$ cat config.mk
export PLATFORM = sky130hd
export DESIGN_NAME = nettlp_eth_rx_decap
export DESIGN_NICKNAME = d
export VERILOG_FILES = /design/src/rtl/nettlp_eth_rx_decap.sv
export SDC_FILE = /design/constraint.sdc
export NUM_CORES = 1
export LEC_CHECK = 0
export CAP_MARGIN = 20
export CELL_PAD_IN_SITES_DETAIL_PLACEMENT = 0
export CELL_PAD_IN_SITES_GLOBAL_PLACEMENT = 1
export CORE_MARGIN = 10
export CORE_UTILIZATION = 32
export DETAILED_ROUTE_END_ITERATION = 7
export GPL_ROUTABILITY_DRIVEN = 0
export PLACE_DENSITY_LB_ADDON = 0.1
export SYNTH_ARGS = -nofsm -noshare
export SYNTH_HDL_FRONTEND = slang
export SYNTH_SLANG_ARGS = --single-unit
$ cat constraint.sdc
create_clock -name clk156 -period 2.6 [get_ports clk156]
set_input_delay 0.52 -clock clk156 [delete_from_list [all_inputs] [get_ports clk156]]
set_output_delay 0.52 -clock clk156 [all_outputs]
set_load 0.01 [all_outputs]
$ cat src/rtl/nettlp_eth_rx_decap.sv
// NetTLP receive decapsulator: validates Eth/IPv4/UDP/NetTLP headers on the MAC RX stream
// and forwards the encapsulated TLP qwords to the PCIe TX FIFO. Optional macro: NETTLP_MAC_FILTER_EN.
module nettlp_eth_rx_decap #(
  parameter logic [15:0]  PORT_CPL = 16'h3000,
  parameter logic [15:0]  PORT_MR  = 16'h4000,
  parameter int unsigned  CNT_W    = 16
) (
  input  logic              clk156,
  input  logic              sys_rst_n,
`ifdef NETTLP_MAC_FILTER_EN
  input  logic [47:0]       local_mac,
`endif
  input  logic [63:0]       eth_rx_tdata,
  input  logic [7:0]        eth_rx_tkeep,
  input  logic              eth_rx_tvalid,
  input  logic              eth_rx_tlast,
  input  logic              eth_rx_tuser,
  output logic [78:0]       fifo_din,
  output logic              fifo_wr_en,
  input  logic              fifo_prog_full,
  output logic [15:0]       nt_seq,
  output logic [31:0]       nt_tstamp,
  output logic              nt_hdr_valid,
  output logic [CNT_W-1:0]  cnt_rx_ok,
  output logic [CNT_W-1:0]  cnt_rx_drop
);

  localparam int unsigned DATA_W   = 64;
  localparam int unsigned KEEP_W   = 8;
  localparam int unsigned BEAT_W   = 3;
  localparam logic [BEAT_W-1:0] HDR_LAST = BEAT_W'(5);

  typedef enum logic [1:0] {IDLE, HDR, PAYLOAD, DROP} state_t;

  typedef struct packed {
    logic              data_valid;
    logic              tvalid;
    logic              tlast;
    logic [KEEP_W-1:0] tkeep;
    logic [DATA_W-1:0] tdata;
    logic [3:0]        tuser;
  } fifo_word_t;

  // Network byte order to PCIe DW order: reverse bytes inside each 32-bit DW.
  function automatic logic [DATA_W-1:0] dw_swap(input logic [DATA_W-1:0] d);
    logic [DATA_W-1:0] r;
    r = '0;
    for (int w = 0; w < 2; w++)
      for (int b = 0; b < 4; b++)
        r[32*w + 8*b +: 8] = d[32*w + 8*(3-b) +: 8];
    return r;
  endfunction

  function automatic logic [KEEP_W-1:0] keep_swap(input logic [KEEP_W-1:0] k);
    logic [KEEP_W-1:0] r;
    r = '0;
    for (int w = 0; w < 2; w++)
      for (int b = 0; b < 4; b++)
        r[4*w + b] = k[4*w + (3-b)];
    return r;
  endfunction

  state_t            state, state_d;
  logic [BEAT_W-1:0] beat_cnt, beat_cnt_d;
  logic              hdr_ok, hdr_ok_d;
  logic              resync, resync_d;
  logic              inc_ok, inc_drop, accept, wr_d;
  logic              beat_chk, mac_ok;
  fifo_word_t        fifo_word, word_d;

  logic [15:0] ethertype, dport;
  assign ethertype = {eth_rx_tdata[39:32], eth_rx_tdata[47:40]};
  assign dport     = {eth_rx_tdata[39:32], eth_rx_tdata[47:40]};

`ifdef NETTLP_MAC_FILTER_EN
  logic [47:0] dst_mac;
  assign dst_mac = {eth_rx_tdata[7:0],   eth_rx_tdata[15:8],  eth_rx_tdata[23:16],
                    eth_rx_tdata[31:24], eth_rx_tdata[39:32], eth_rx_tdata[47:40]};
  assign mac_ok  = (dst_mac == local_mac) || (dst_mac == 48'hFFFF_FFFF_FFFF);
`else
  assign mac_ok  = 1'b1;
`endif

  // Per-beat header field checks; beats 3 and 5 carry nothing to validate.
  always_comb begin
    beat_chk = 1'b1;
    case (beat_cnt)
      BEAT_W'(1): beat_chk = (ethertype == 16'h0800) && (eth_rx_tdata[55:48] == 8'h45);
      BEAT_W'(2): beat_chk = (eth_rx_tdata[63:56] == 8'h11);
      BEAT_W'(4): beat_chk = (dport == PORT_CPL) || (dport == PORT_MR);
      default:    beat_chk = 1'b1;
    endcase
  end

  always_comb begin
    word_d            = '0;
    word_d.data_valid = 1'b1;
    word_d.tvalid     = 1'b1;
    word_d.tlast      = eth_rx_tlast;
    word_d.tkeep      = keep_swap(eth_rx_tkeep);
    word_d.tdata      = dw_swap(eth_rx_tdata);
    word_d.tuser      = {eth_rx_tuser & eth_rx_tlast, 3'b000};
  end

  // Next-state and per-cycle event decode.
  always_comb begin
    state_d    = state;
    beat_cnt_d = beat_cnt;
    hdr_ok_d   = hdr_ok;
    resync_d   = resync;
    inc_ok     = 1'b0;
    inc_drop   = 1'b0;
    accept     = 1'b0;
    wr_d       = 1'b0;
    case (state)
      IDLE: begin
        if (eth_rx_tvalid) begin
          if (resync) begin
            if (eth_rx_tlast) resync_d = 1'b0;
          end else if (eth_rx_tlast) begin
            inc_drop = 1'b1;
          end else begin
            state_d    = HDR;
            beat_cnt_d = BEAT_W'(1);
            hdr_ok_d   = mac_ok;
          end
        end
      end
      HDR: begin
        if (eth_rx_tvalid) begin
          if (eth_rx_tlast) begin
            inc_drop = 1'b1;
            state_d  = IDLE;
          end else if (beat_cnt == HDR_LAST) begin
            if (hdr_ok && !fifo_prog_full) begin
              state_d = PAYLOAD;
              accept  = 1'b1;
            end else begin
              state_d = DROP;
            end
          end else begin
            beat_cnt_d = beat_cnt + BEAT_W'(1);
            hdr_ok_d   = hdr_ok & beat_chk;
          end
        end
      end
      PAYLOAD: begin
        if (eth_rx_tvalid) begin
          wr_d = 1'b1;
          if (eth_rx_tlast) begin
            state_d = IDLE;
            if (eth_rx_tuser) inc_drop = 1'b1;
            else              inc_ok   = 1'b1;
          end
        end
      end
      DROP: begin
        if (eth_rx_tvalid && eth_rx_tlast) begin
          inc_drop = 1'b1;
          state_d  = IDLE;
        end
      end
      default: state_d = IDLE;
    endcase
  end

  // FSM registers; during reset, track whether the MAC is mid-frame so the tail is skipped.
  always_ff @(posedge clk156) begin
    if (!sys_rst_n) begin
      state    <= IDLE;
      beat_cnt <= '0;
      hdr_ok   <= 1'b0;
      resync   <= eth_rx_tvalid ? !eth_rx_tlast : (resync | (state != IDLE));
    end else begin
      state    <= state_d;
      beat_cnt <= beat_cnt_d;
      hdr_ok   <= hdr_ok_d;
      resync   <= resync_d;
    end
  end

  always_ff @(posedge clk156) begin
    if (!sys_rst_n) begin
      fifo_wr_en   <= 1'b0;
      fifo_word    <= '0;
      nt_seq       <= '0;
      nt_tstamp    <= '0;
      nt_hdr_valid <= 1'b0;
      cnt_rx_ok    <= '0;
      cnt_rx_drop  <= '0;
    end else begin
      fifo_wr_en   <= wr_d;
      if (wr_d) fifo_word <= word_d;
      nt_hdr_valid <= accept;
      if (accept) begin
        nt_seq    <= {eth_rx_tdata[23:16], eth_rx_tdata[31:24]};
        nt_tstamp <= {eth_rx_tdata[39:32], eth_rx_tdata[47:40],
                      eth_rx_tdata[55:48], eth_rx_tdata[63:56]};
      end
      if (inc_ok && (cnt_rx_ok != '1))     cnt_rx_ok   <= cnt_rx_ok + CNT_W'(1);
      if (inc_drop && (cnt_rx_drop != '1)) cnt_rx_drop <= cnt_rx_drop + CNT_W'(1);
    end
  end

  assign fifo_din = fifo_word;

endmodule

# Word level (Yosys, flattened, before mapping)
# Cells that the tools add are included.
# totals
word_cells	113
register_bits	164
out_inout_bits	161
# op_classes
addsub	3
reduce_logical	14
n_eq_ne	26
mux	52
n_bitwise	3
# op_table
operator	n
$add 16x1->16 const B	2
$mux 1	32
$ne 16x16->1 const B	2
$mux 2	9
$mux 3	6
$ne 2x2->1 const B	9
$eq 16x12->1 const B	1
$eq 16x14->1 const B	1
$eq 16x15->1 const B	1
$eq 8x5->1 const B	1
$eq 8x7->1 const B	1
$pmux 2 s4	1
$reduce_and 8->1	1
$reduce_and 7->1	1
$eq 3x3->1 const B	2
$pmux 3 s2	1
$logic_and 1x1->1	5
$eq 2x2->1 const B	2
$ne 2x1->1 const B	2
$pmux 1 s4	1
$reduce_bool 2->1	2
$add 3x1->3 const B	1
$eq 3x1->1 const B	1
$eq 3x2->1 const B	1
10 further kinds	12

# Depth between registers and ports, before layout
# logic_depth
word_depth	8
depth_mapped	8

# Least setup slack after synthesis
# Ideal clock, no wire load.
# synth_timing
path_type	reg-to-reg
start	reg state[0]
end	reg cnt_rx_drop[10]
period_less_slack_ns	1.916
arrival_time_ns	1.845
t_required_ns	2.530
path_buffers	1
setup_slack_ns	0.684
stages_incl_launch_ff	8
cell_sequence	dfxtp_1 -> inv_1 -> ha_1 -> nor3b_1 -> a211o_1 -> buf_6 -> or4_1 -> a21oi_1
# synth_via
elab_chain_len	3
word_cells_on_any_way	6
cone_classes	eq/ne: 3; mux: 1; reduce/logical: 2
# synth_rtl
item	line_no	rtl
from (decl)	63	state_t state, state_d;
from (signal assigned)	175	state <= state_d;
$eq 2x2->1, or another cell as far along	115	case (state)
$pmux 1 s4 *	115	
$logic_and 1x1->1 *	201	if (inc_drop && (cnt_rx_drop != '1)) cnt_rx_drop <= cnt_rx_drop + CNT_W'(1);
to (signal assigned)	201	
to (decl)	25	output logic [CNT_W-1:0] cnt_rx_drop
# Every way passes the cells marked *; elsewhere a longest branch is shown, timed or not.
# A chain may end at the register's enable or synchronous reset.

# Worst setup path in the final report
# layout_timing
start	reg state[0]
end	reg cnt_rx_drop[11]
# The elaborated chain is that of the path after synthesis.

==> impl_metrics.py <==
metrics = {
    "logic_synthesis": {
        "synth.top_cell.area_share_pct": 49.21,
        "yosysUniqueCellTypes": 51,
        "yosysWarnings": 0,
        "ys_ff_latch": 164,
        "yosysTopAreaCell": "dfxtp_1",
        "syn_inst": 831,
        "synth_edf_count": 1,
        "async_flop_share_pct": 0,
        "ys_seq_area_share_pct": 49.66,
        "synth.avg_cell_area_sq_um": 7.980,
        "synth_area_leaders": "dfxtp_1, nand2_1, a21oi_1",
        "synth_ff_type": "dfxtp_1",
        "syn_area_sq_mm": 0.006631,
    },
    "global_route": {
        "grt_pass1_wl_mm": 35.76,
        "grt_max_degree": 52,
        "grt_overflow": 0,
        "grt_pass1_vias": 6273,
        "grt_usage_pct": 16.65,
        "antenna_found_initial": 1,
    },
    "final_layout": {
        "stdcell_count": 1337,
        "drive_gt1_share_pct": 5.904,
        "areaGrowthSynthToFinish_pct": 50.30,
        "n_fill_cell": 2028,
        "nNetsFinal": 1142,
        "n_antenna_cell": 0,
        "layout_common_cells": "nand2_1, clkdlybuf4s50_1, dfxtp_1",
        "final_common_cell": "nand2_1",
    },
    "routing": {
        "drtIter0Drc": 289,
        "drc": 0,
        "firstDrtPassIters": 4,
        "vias_per_cell": 4.868,
        "ant_nets": 0,
        "post_drt_wl_per_cell_microns": 17.25,
        "wirelength_mm": 23.06,
        "dr_total_vias": 6508,
    },
    "clock_network": {
        "clock-sinks": 164,
        "insertion_delay_ns": 0.42,
        "cts_buffers": 17,
        "cts_tree": "yes",
        "cts_buffer_depth": 2,
        "hold_buffers": 0,
        "htreeDepth": 4,
        "post_cts_buffers": 0,
        "ctsResizeCount": 0,
        "clkTransAtPathRegs_ns": 0.07,
        "cts-root-buf": "clkbuf_16",
    },
    "pwr": {
        "cell_internal_pwr_mw": 4.603,
        "power.density_mw_per_mm2": 655.1,
        "power_frac_seq_pct": 41.9,
        "p_leak_nw": 3.241,
        "pwr-share-clk_pct": 38.4,
        "switching_share_pct": 29.50,
        "comb_power_share_pct": 19.7,
        "power.switching_mw": 1.926,
        "power_mw": 6.529,
        "ir_worst_vdd_uv": 533.1,
    },
    "hold_path": {
        "hold_start": "fifo_din[47]",
        "hold_path_class": "reg2reg",
        "min_to": "fifo_din[47]",
        "hold_depth": 2,
    },
    "critical_path": {
        "crit_path_end_kind": "flip-flop",
        "required_ns": 2.96,
        "arrival_ns": 2.55,
        "r2r_start": "state[0]",
        "r2r_setup_slack_ns": 0.41,
        "worst-setup-path-type": "reg2reg",
        "startpoint_type": "flip-flop",
        "crit_fanout": 20,
        "ff2ff_path_depth": 6,
        "worstReg2RegEnd": "cnt_rx_drop[11]",
    },
    "place": {
        "dp_hpwl_mm": 16.64,
        "pre_cts_slack_ns": 0.09249,
        "placed_cells": 1305,
        "io_buffers": 235,
    },
    "floorplan": {
        "die_w_microns": 164.0,
        "ios": 239,
        "start_util_pct": 32.67,
        "rows": 52,
        "dieArea_sq_mm": 0.02688,
        "core_area_sq_mm": 0.02030,
        "chipHeight_microns": 164.0,
    },
    "timing": {
        "skew_ns": 0.007521,
        "slew_viol_final": 0,
        "fmax_ghz": 0.4556,
        "fin_ws_ns": 0.4053,
        "min_period_ns": 2.195,
        "fin_crit_sh_pct": 84.41,
        "setup_viol": 0,
        "rsz0062_at_grt": "no",
        "hold_viol": 0,
        "tightest_slew_ns": 0.5614,
        "slew-limit-headroom_pct": 62.57,
        "fin_tns_setup_ns": 0,
    },
    "run": {
        "cap_violations": 0,
    },
    "outcome": {
        "status": "completed",
    },
}
==> sequential cells by signal, indices dropped and copies added, names as in the netlist, 2 cells and up <==
signal	cells
fifo_din	75
nt_tstamp	32
cnt_rx_drop	16
cnt_rx_ok	16
nt_seq	16
beat_cnt	3
state	2
==> cells by family (layout without fill, tap and decap cells) <==
kind of cell    count (synthesis)  after routing  synth area share, %
mux                             6              6               0.9245
fa+ha+maj                      10             10                1.887
compound gates                206            206                17.32
flops                         164            164                49.66
other cells                     1              3              0.05655
buf+inv                        68            302                4.302
simple gates                  376            376                25.85
==> power by group through the flow <==
| stage | Combinational [mW] | Clock [mW] | Sequential, mW |
|---|---|---|---|
| after detailed placement | 1.30 | 0 | 2.79 |
| after floorplan | 0.641 | 0 | 2.83 |
| after global placement | 1.30 | 0 | 2.79 |
| final | 1.29 | 2.51 | 2.74 |
| after CTS | 1.30 | 2.57 | 2.74 |
| after global routing | 1.43 | 2.68 | 2.76 |
==> area by class of cell <==
class / count / area (sq um) / area share, %
Timing Repair Buffer: 259 / 2633 / 26.41
Tap cell: 270 / 337.8 / 3.389
Sequential cell: 164 / 3293 / 33.04
Multi-Input combinational cell: 601 / 3077 / 30.87
Clock inverter: 14 / 143.9 / 1.444
Inverter: 11 / 43.79 / 0.4394
Clock buffer: 18 / 439.2 / 4.406
==> cells in the mapped netlist (10+ instances only) <==
cell and number:
nand2_1 266, nand3_1 14, clkbuf_1 40, a21oi_1 152, nor2_1 13, inv_1 10
nor4_1 11, dfxtp_1 163, or4_1 16, nand4_1 10, o31ai_1 20, o21ai_0 12
ha_1 10
==> worst max-delay path: stages, from the launching register on <==
cell	delay [ns]
dfxtp_1	0.34
inv_1	0.08
ha_1	0.29
a211oi_1	0.14
a211o_1	0.54
or4_1	0.59
a21oi_1	0.15
==> per-layer routing <==
layer / part of all wire [%] / up-vias / track usage [%]
li1: - / 3332 / -
met1: 44 / 3001 / 20.28
met2: 45 / 161 / 26.05
met3: 10 / 14 / 7.735
met4: 0.91 / 0 / 4.265
met5: 0 / - / 0
==> stage by stage <==
step	instance area, sq um	hold slack, ns	utilization [%]
6_report	9967	0.4532	49.10
5_1_grt	9967	0.4672	49.10
4_1_cts	9967	0.4554	49.10
3_5_place_dp	9384	0.4459	46.23
3_3_place_gp	9384	0.4413	46.23
2_1_floorplan	6639	0.4761	-
==> how the worst max path moves through the flow <==
stage / start / to / slack, ns / cells past startpoint
5_1_grt: state[0] / cnt_rx_drop[3] / 0.19 / 6
4_1_cts: state[0] / cnt_rx_drop[0] / 0.39 / 7
3_3_place_gp: eth_rx_tuser / cnt_rx_drop[0] / 0.14 / 6
3_5_place_dp: eth_rx_tuser / cnt_rx_drop[0] / 0.09 / 6
6_report: state[0] / cnt_rx_drop[11] / 0.41 / 6
2_1_floorplan: state[0] / cnt_rx_drop[10] / 0.68 / 7
Power figures use the tool's default switching activity.
